===== src/rtl/instruction_fetch_unit_pkg.sv =====
// Shared constants and fetch FSM encodings for the instruction fetch unit.
package instruction_fetch_unit_pkg;

    localparam int DEFAULT_WORD_SIZE = 16;
    localparam int FETCH_FIFO_DEPTH  = 2;

    typedef enum logic [1:0] {
        FETCH_IDLE  = 2'd0,
        FETCH_REQ   = 2'd1,
        FETCH_DRAIN = 2'd2
    } fetch_state_t;

endpackage


===== src/rtl/instruction_fetch_unit_fetch_queue.sv =====
// Circular buffer of {instruction, pc} pairs with wrap-around pointers.
// The head entry is visible combinationally; flush empties the queue.
module instruction_fetch_unit_fetch_queue #(
    parameter int WIDTH = 16,
    parameter int DEPTH = 2,
    localparam int AW = $clog2(DEPTH),
    localparam int CW = $clog2(DEPTH + 1)
) (
    input  logic             clk,
    input  logic             reset_n,
    input  logic             push,
    input  logic [WIDTH-1:0] push_inst,
    input  logic [WIDTH-1:0] push_pc,
    input  logic             pop,
    input  logic             flush,
    output logic [CW-1:0]    count,
    output logic [WIDTH-1:0] head_inst,
    output logic [WIDTH-1:0] head_pc
);

    logic [WIDTH-1:0] inst_mem [DEPTH];
    logic [WIDTH-1:0] pc_mem   [DEPTH];
    logic [AW-1:0]    wr_ptr;
    logic [AW-1:0]    rd_ptr;

    // DEPTH is a power of two, so the pointers wrap by plain overflow.
    always_ff @(posedge clk or negedge reset_n) begin
        if (!reset_n) begin
            wr_ptr <= '0;
            rd_ptr <= '0;
            count  <= '0;
            for (int i = 0; i < DEPTH; i++) begin
                inst_mem[i] <= '0;
                pc_mem[i]   <= '0;
            end
        end else if (flush) begin
            wr_ptr <= '0;
            rd_ptr <= '0;
            count  <= '0;
        end else begin
            if (push) begin
                inst_mem[wr_ptr] <= push_inst;
                pc_mem[wr_ptr]   <= push_pc;
                wr_ptr           <= wr_ptr + 1'b1;
            end
            if (pop) begin
                rd_ptr <= rd_ptr + 1'b1;
            end
            if (push && !pop) begin
                count <= count + 1'b1;
            end else if (pop && !push) begin
                count <= count - 1'b1;
            end
        end
    end

    assign head_inst = inst_mem[rd_ptr];
    assign head_pc   = pc_mem[rd_ptr];

endmodule


===== src/rtl/instruction_fetch_unit.sv =====
// Fetch front end: owns the fetch PC, drives the instruction-memory port with at
// most one outstanding request, and queues returned instructions for decode.
module instruction_fetch_unit
    import instruction_fetch_unit_pkg::*;
#(
    parameter int                   WORD_SIZE  = DEFAULT_WORD_SIZE,
    parameter int                   FIFO_DEPTH = FETCH_FIFO_DEPTH,
    parameter logic [WORD_SIZE-1:0] RESET_PC   = '0
) (
    input  logic                 clk,
    input  logic                 reset_n,
    output logic                 readM1,
    output logic [WORD_SIZE-1:0] address1,
    input  logic [WORD_SIZE-1:0] data1,
    input  logic                 ack1,
    input  logic                 redirect,
    input  logic [WORD_SIZE-1:0] redirect_pc,
    input  logic                 stall,
    output logic                 inst_valid,
    output logic [WORD_SIZE-1:0] inst,
    output logic [WORD_SIZE-1:0] inst_pc,
    output logic [WORD_SIZE-1:0] inst_next_pc
);

    localparam int CW = $clog2(FIFO_DEPTH + 1);

    fetch_state_t         state;
    fetch_state_t         state_next;
    logic [WORD_SIZE-1:0] fetch_pc;
    logic [WORD_SIZE-1:0] fetch_pc_next;
    logic [WORD_SIZE-1:0] address_next;
    logic                 readm1_next;
    logic [CW-1:0]        count;
    logic                 push;
    logic                 pop;
    logic                 room_now;
    logic                 room_after_push;

    instruction_fetch_unit_fetch_queue #(
        .WIDTH(WORD_SIZE),
        .DEPTH(FIFO_DEPTH)
    ) u_queue (
        .clk      (clk),
        .reset_n  (reset_n),
        .push     (push),
        .push_inst(data1),
        .push_pc  (address1),
        .pop      (pop),
        .flush    (redirect),
        .count    (count),
        .head_inst(inst),
        .head_pc  (inst_pc)
    );

    always_ff @(posedge clk or negedge reset_n) begin
        if (!reset_n) begin
            state    <= FETCH_IDLE;
            readM1   <= 1'b0;
            address1 <= '0;
            fetch_pc <= RESET_PC;
        end else begin
            state    <= state_next;
            readM1   <= readm1_next;
            address1 <= address_next;
            fetch_pc <= fetch_pc_next;
        end
    end

    // Redirect outranks everything; a request caught without its ack is drained.
    always_comb begin
        state_next    = state;
        readm1_next   = readM1;
        address_next  = address1;
        fetch_pc_next = fetch_pc;
        case (state)
            FETCH_IDLE: begin
                if (redirect) begin
                    fetch_pc_next = redirect_pc;
                end else if (room_now) begin
                    readm1_next  = 1'b1;
                    address_next = fetch_pc;
                    state_next   = FETCH_REQ;
                end
            end
            FETCH_REQ: begin
                if (redirect) begin
                    fetch_pc_next = redirect_pc;
                    if (ack1) begin
                        readm1_next = 1'b0;
                        state_next  = FETCH_IDLE;
                    end else begin
                        state_next  = FETCH_DRAIN;
                    end
                end else if (ack1) begin
                    fetch_pc_next = fetch_pc + 1'b1;
                    if (room_after_push) begin
                        address_next = fetch_pc + 1'b1;
                    end else begin
                        readm1_next = 1'b0;
                        state_next  = FETCH_IDLE;
                    end
                end
            end
            FETCH_DRAIN: begin
                if (redirect) begin
                    fetch_pc_next = redirect_pc;
                end
                if (ack1) begin
                    readm1_next = 1'b0;
                    state_next  = FETCH_IDLE;
                end
            end
            default: begin
                readm1_next = 1'b0;
                state_next  = FETCH_IDLE;
            end
        endcase
    end

    always_comb begin
        inst_valid      = (count != '0);
        inst_next_pc    = inst_pc + 1'b1;
        pop             = inst_valid && !stall && !redirect;
        push            = (state == FETCH_REQ) && ack1 && !redirect;
        room_now        = (int'(count) < FIFO_DEPTH);
        room_after_push = ((int'(count) + 1 - int'(pop)) < FIFO_DEPTH);
    end

endmodule

===== config.mk =====
export PLATFORM = sky130hd
export DESIGN_NAME = instruction_fetch_unit
export DESIGN_NICKNAME = d
export VERILOG_FILES = /design/src/rtl/instruction_fetch_unit_pkg.sv /design/src/rtl/instruction_fetch_unit_fetch_queue.sv /design/src/rtl/instruction_fetch_unit.sv
export SDC_FILE = /design/constraint.sdc
export NUM_CORES = 1
export LEC_CHECK = 0
export ABC_CLOCK_PERIOD_IN_PS = 4700
export CAP_MARGIN = 20
export CORE_ASPECT_RATIO = 2
export CORE_MARGIN = 5
export CORE_UTILIZATION = 58
export CTS_BUF_LIST = sky130_fd_sc_hd__clkbuf_4
export CTS_CLUSTER_SIZE = 24
export DETAILED_ROUTE_END_ITERATION = 8
export HOLD_SLACK_MARGIN = 0.06
export PLACE_DENSITY = 0.88
export SLEW_MARGIN = 10
export SYNTH_ARGS = -nofsm -noshare
export SYNTH_HDL_FRONTEND = slang
export SYNTH_HIERARCHICAL = 1
export SYNTH_SLANG_ARGS = --single-unit

===== constraint.sdc =====
create_clock -name clk -period 4.7 [get_ports clk]
set_clock_uncertainty 0.05 [all_clocks]
set_input_delay 0.94 -clock clk [delete_from_list [all_inputs] [get_ports clk]]
set_output_delay 0.94 -clock clk [all_outputs]
set_load 0.02 [all_outputs]

==> results of run 1 <==
==> cells by family after synthesis <==
| family | count (synthesis) | share of synthesized area [%] |
|---|---|---|
| AO/OA/AOI/OAI | 76 | 9.29 |
| buffers and inverters | 32 | 3.59 |
| AND/OR/NAND/NOR | 126 | 12.7 |
| XOR/XNOR | 29 | 4.80 |
| multiplexers | 96 | 20.4 |
| flip-flops | 103 | 48.7 |
| adder cells (fa/ha/maj) | 2 | 0.473 |
==> Yosys cell counts (4+ instances only) <==
cell / n
nor4_1: 5
and4_1: 4
buf_2: 11
dfrtp_1: 103
o21ai_0: 15
nand4_1: 6
o31ai_1: 4
or4_1: 5
mux2_1: 5
o21ai_1: 11
nor2_1: 26
nand3_1: 14
xor2_1: 6
mux2_2: 91
clkbuf_1: 7
buf_4: 9
a31oi_1: 9
a21oi_1: 13
and3_1: 6
nor3_1: 9
nand2_1: 32
xnor2_1: 23
==> cell type report <==
| class | instances | area [um^2] |
|---|---|---|
| sequential | 103 | 2580 |
| multi-input combinational | 329 | 2520 |
| fill | 661 | 2520 |
| timing repair buffer | 110 | 1080 |
| tap | 102 | 128 |
| clock buffer | 9 | 67.6 |
| clock inverter | 7 | 47.5 |
| inverter | 2 | 7.51 |
| antenna | 1 | 2.50 |
==> metrics by stage <==
step	hold slack, ns	worst slack, ns	power [uW]	std cells
2_1_floorplan	0.404	1.58	2270	464
3_3_place_gp	0.413	1.01	2950	646
3_5_place_dp	0.423	0.899	3020	646
4_1_cts	0.459	0.357	3430	662
5_1_grt	0.484	0.213	3590	663
6_report	0.458	0.386	3410	663
==> path summary, 6_finish.rpt <==
path | startpoint | to | slack, ns | cells past startpoint
worst max-delay path | u_queue/rd_ptr | inst_next_pc[13] | 0.39 | 7
worst min-delay path | u_queue/pc_mem[24] | u_queue/pc_mem[24] | 0.46 | 1
worst max register to register | state[0] | u_queue/pc_mem[30] | 1.86 | 6
worst min register to register | u_queue/pc_mem[24] | u_queue/pc_mem[24] | 0.46 | 1
max in group asynchronous | reset_n | fetch_pc[14] | 3.10 | 2
min in group asynchronous | reset_n | readM1 | 0.55 | 1
==> per-layer routing <==
metal  part of all wire (%)  GRT usage, %  up-vias
met1                     37          24.1     1924
li1                       -             -     1873
met2                     53          38.9      161
met5                      0             0        -
met4                    5.3          13.0        0
met3                    4.8          4.47       41
==> flip-flops by register name, indices dropped and copies added (netlist names) <==
register,flops
u_queue/inst_mem,32
u_queue/pc_mem,32
address1,16
fetch_pc,16
state,2
u_queue/count,2
readM1,1
u_queue/rd_ptr,1
u_queue/wr_ptr,1
==> where the power goes <==
group / switching [uW] / total [uW] / internal [uW] / leakage [uW]
Clock: 296 / 406 / 110 / 0.0000641
Combinational: 821 / 1650 / 826 / 0.00131
Sequential: 211 / 1350 / 1140 / 0.00128
==> critical path, stage by stage, from the launching register on <==
cell,delay [ns]
dfrtp_1,0.85
buf_4,0.30
mux2_2,0.39
and4_1,0.22
and3_1,0.22
nand2_1,0.08
xnor2_1,0.13
clkdlybuf4s50_1,0.66
==> cells in the final DEF, fill, tap and decap left out, types with 2 or more instances in the layout <==
| cell | count |
|---|---|
| a21oi_1 | 13 |
| a2bb2oi_1 | 3 |
| a311oi_1 | 3 |
| a31o_2 | 2 |
| a31oi_1 | 9 |
| a32oi_1 | 2 |
| and3_1 | 6 |
| and4_1 | 4 |
| buf_4 | 9 |
| clkbuf_4 | 9 |
| clkdlybuf4s50_1 | 101 |
| clkinv_2 | 2 |
| dfrtp_1 | 103 |
| ha_1 | 2 |
| inv_1 | 2 |
| inv_6 | 2 |
| mux2_1 | 5 |
| mux2_2 | 91 |
| nand2_1 | 32 |
| nand2b_1 | 2 |
| nand3_1 | 14 |
| nand4_1 | 6 |
| nor2_1 | 26 |
| nor2b_1 | 3 |
| nor3_1 | 9 |
| nor3b_1 | 3 |
| nor4_1 | 5 |
| o21ai_0 | 15 |
| o21ai_1 | 11 |
| o22ai_1 | 3 |
| o31ai_1 | 4 |
| or3_1 | 3 |
| or4_1 | 5 |
| xnor2_1 | 23 |
| xor2_1 | 6 |
==> results.toml, run 1 <==
[synthesis]
synth_top_area_cell = "dfrtp_1"
syn_inst = 464
ys_warn_count = 6
synth.avg_cell_area_um2 = 11.4
syn_nets = 503
ys_types = 53
syn_area_um2 = 5290
synth-edff-count = 0
ys.flop_type = "dfrtp_1"
synth_top_cell_area_share_pct = 48.7
synth_area_leaders = "dfrtp_1 (49%), mux2_2 (19%), xnor2_1 (3.8%), nand2_1 (2.3%), nor2_1 (1.8%)"
ys_async_sr_fraction_pct = 100
ys_seq_area_share_pct = 48.7
ys_ff_latch = 103

[clock_tree]
cts_inserted_buffers = 9
clock-root-buffer = "clkbuf_4"
cts_tree = "built"
clock-sinks = 103
ctsHoldBuffers = 0
cts_resized = 0
clk_latency_ns = 0.47
postCtsSetupRepairBufs = 0
cts_buffer_depth = 2
clk_pin_slew_worst_paths_ns = 0.16
h-tree-depth = 3

[die]
start_util_pct = 59.1
fp.dieH_um = 145
pin_count = 103
dieArea_um2 = 11200
die_x_um = 77.5
coreArea_um2 = 8950
fp-row-count = 49

[timing]
timing.final.crit_share_pct = 91.8
worst_slew_pin_slew_ns = 0.968
fmax_mhz = 232
rsz0062_at_grt = "false"
setup_viol_count_final = 0
relSlewSlack_pct = 35.5
final_hold_viol_count = 0
fin_tns_setup_ns = 0
period_needed_ns = 4.31
report.final.slew_viol_count = 0

[worst_setup_path]
start_kind = "flip-flop"
critPathMaxFanout = 17
end_kind = "primary output"
required_ns = 3.71
crit_arrival_ns = 3.32
crit_type = "reg2out"

[route]
wl_per_cell_um = 18.6
wirelength_um = 12300
drc_errors = 0
via_per_inst = 6.03
ant_nets = 0
drt-initial-drc-count = 174
routed-via-count = 3999
dr.pass1.iters = 5

[grt]
grt_max_degree = 79
grt_use_total_pct = 22.2
grt_overflow_total = 0
antenna_found_initial = 1
first_global_vias = 4069
grt_pass1_wl_um = 20200

[power]
power_per_cell_area_nw_per_um2 = 530
ir_drop_mv = 0.235
p_leak_uw = 0.00266

[placed_design]
portBuffers = 102
gp_congestion = 0.912
place_area_um2 = 6310
dp_hpwl_um = 9190

[layout]
design_area_um2 = 6430
area_delta_synth_final_pct = 21.6
final_util_pct = 71.9
fin_nets = 594
drive_gt1_share_pct = 22.3

[hold_path]
min-delay-path-class = "reg2reg"

[flow_run]
cap_viol_max_count = 0

[run_status]
outcome = "finished clean"
No activity file was read; power rests on OpenSTA's default activity.
==> inputs of run 2 (changes only) <==
--- a/config.mk
+++ b/config.mk
@@ -8,3 +8,3 @@
 export ABC_CLOCK_PERIOD_IN_PS = 4700
-export CAP_MARGIN = 20
+export CAP_MARGIN = 10
 export CORE_ASPECT_RATIO = 2
==> constraint.sdc (replaced) <==
create_clock -name clk -period 4.7 [get_ports clk]
set_clock_uncertainty 0.05 [all_clocks]
set_input_delay 0.705 -clock clk [delete_from_list [all_inputs] [get_ports clk]]
set_output_delay 0.705 -clock clk [all_outputs]
set_load 0.02 [all_outputs]
==> run 2 against run 1 <==
Count of clock-buffer cells in the layout unchanged. Total power up 0.38%. Sequential share of layout area about the same. Global-route usage down 0.31 points. Hold slack worse by 0.19 ns. Setup slack better by 0.18 ns. Highest routed layer unchanged. Via count down 1.7%.
==> results.toml, run 2 (synthesis gave the netlist of run 1 again) <==
[power]
ir_drop_mv = 0.228
power_per_cell_area_nw_per_um2 = 531
finalPower_uw = 3420
p_leak_uw = 0.00266

[timing]
period_needed_ns = 4.13
rsz0062_at_grt = "false"
final_hold_viol_count = 0
timing.final.crit_share_pct = 88.0
fmax_mhz = 242
worst_slew_pin_slew_ns = 0.870
report.final.slew_viol_count = 0
fin_tns_setup_ns = 0
relSlewSlack_pct = 42.0
setup_viol_count_final = 0

[run_status]
outcome = "finished clean"

[route]
wl_per_cell_um = 18.4
wl_met3_um = 475
wl_met2_um = 6720
routed-via-count = 3932
via_per_inst = 5.95
drc_errors = 0
wl_met1_um = 4670
routed.top_layer = "met4"
wirelength_um = 12200
drt-initial-drc-count = 198
ant_nets = 0
dr.pass1.iters = 4

[grt]
grt_overflow_total = 0
first_global_vias = 3947
grt_max_degree = 71
grt_pass1_wl_um = 20000
antenna_found_initial = 0
grt_use_total_pct = 21.9

[layout]
antenna_cells = 0
fin_nets = 593
drive_gt1_share_pct = 22.4
multiInputGateArea_um2 = 2520
ff_latch_area_um2 = 2580
layout_commonest_cell = "dfrtp_1"
fill_cells = 652
mostFrequentLayoutCells = "dfrtp_1 (103), clkdlybuf4s50_1 (101), mux2_2 (91), nand2_1 (32), nor2_1 (26)"
reg.largest.list = "u_queue/inst_mem (32), u_queue/pc_mem (32)"
area_delta_synth_final_pct = 21.7

[clock_tree]
cts_resized = 0
clk_latency_ns = 0.47
clk_pin_slew_worst_paths_ns = 0.17
ctsHoldBuffers = 0
clock-root-buffer = "clkbuf_4"
h-tree-depth = 3
postCtsSetupRepairBufs = 0
cts_inserted_buffers = 9
cts_buffer_depth = 2
cts_tree = "built"
clock-sinks = 103

[worst_setup_path]
regToRegStartpoint = "state[0]"
cp_cell_sequence = "buf_4 > mux2_2 > and4_1 > and3_1 > nand4_1 > xnor2_1 > clkdlybuf4s50_1"
required_ns = 3.94
cp_top_family = "buffers and inverters"
slowest_delay_ns = 0.87
path_buf_inv = 2
crit_type = "reg2out"
r2r_cells = 6
r2r_end = "u_queue/inst_mem[16]"
r2r_setup_slack_ns = 1.91
critPathMaxFanout = 17
critPathCapture = "inst_next_pc[15]"
critPathSlowestCell = "dfrtp_1"
start_kind = "flip-flop"
crit_arrival_ns = 3.38
end_kind = "primary output"
cp-startpoint = "u_queue/rd_ptr"
path_depth = 7

[die]
fp-row-count = 49
die_x_um = 77.5
dieArea_um2 = 11200
fp.dieH_um = 145
pin_count = 103
start_util_pct = 59.1
coreArea_um2 = 8950

[flow_run]
cap_viol_max_count = 0

[placed_design]
gp_congestion = 0.864
dp_hpwl_um = 9200
portBuffers = 102

[hold_path]
min-delay-path-class = "in2async"
run 2: changes by cell type in the layout (fill, tap and decap cells not counted), sizes merged:
cell	before	now
buf	9	8
clkinv	4	2
clkinvlp	1	2
diode	1	0
inv	4	5
run 2: power breakdown:
group | total, uW | switching [uW] | internal [uW]
sequential | 1350 | 212 | 1140
combinational | 1630 | 804 | 824
clock | 438 | 318 | 120
run 2: final cells by class:
type	instances	area share, %
Timing Repair Buffer	109	16.6
Clock inverter	7	0.991
Tap cell	102	1.98
Sequential cell	103	40.0
Clock buffer	9	1.05
Multi-Input combinational cell	329	39.2
Inverter	2	0.117
run 2: worst min path at each step:
stage,start,end,slack [ns],cells past startpoint
finish,reset_n,u_queue/count[0],0.27,1
global route,reset_n,u_queue/pc_mem[3],0.33,1
CTS,reset_n,u_queue/count[0],0.28,1
detailed placement,u_queue/pc_mem[24],u_queue/pc_mem[24],0.43,1
global placement,u_queue/pc_mem[20],u_queue/pc_mem[20],0.41,1
floorplan,reset_n,address1[0],0.36,0
run 2: metrics by stage:
step                hold WS (ns)  std cells  area, um^2  setup WS (ns)  utilization [%]
floorplan                  0.359        464        5290           1.81                -
global placement           0.414        645        6310           1.17             70.5
detailed placement         0.432        645        6310           1.02             70.5
CTS                        0.282        661        6440          0.528             71.9
global route               0.325        661        6440          0.420             71.9
finish                     0.270        661        6440          0.565             71.9
run 2: metal layers:
layer  vias up  global-route usage (%)
li1       1869                       -
met1      1925                    25.0
met3        22                    3.78
met4         0                    8.61
met2       116                    39.6
met5         -                       0
==> inputs of run 3 (changes only) <==
CAP_MARGIN = 20   (was 10)
SKIP_LAST_GASP = 1   (was unset)
==> results of run 3 <==
Same layout as run 2: the final DEF is identical, and so are final timing and power.
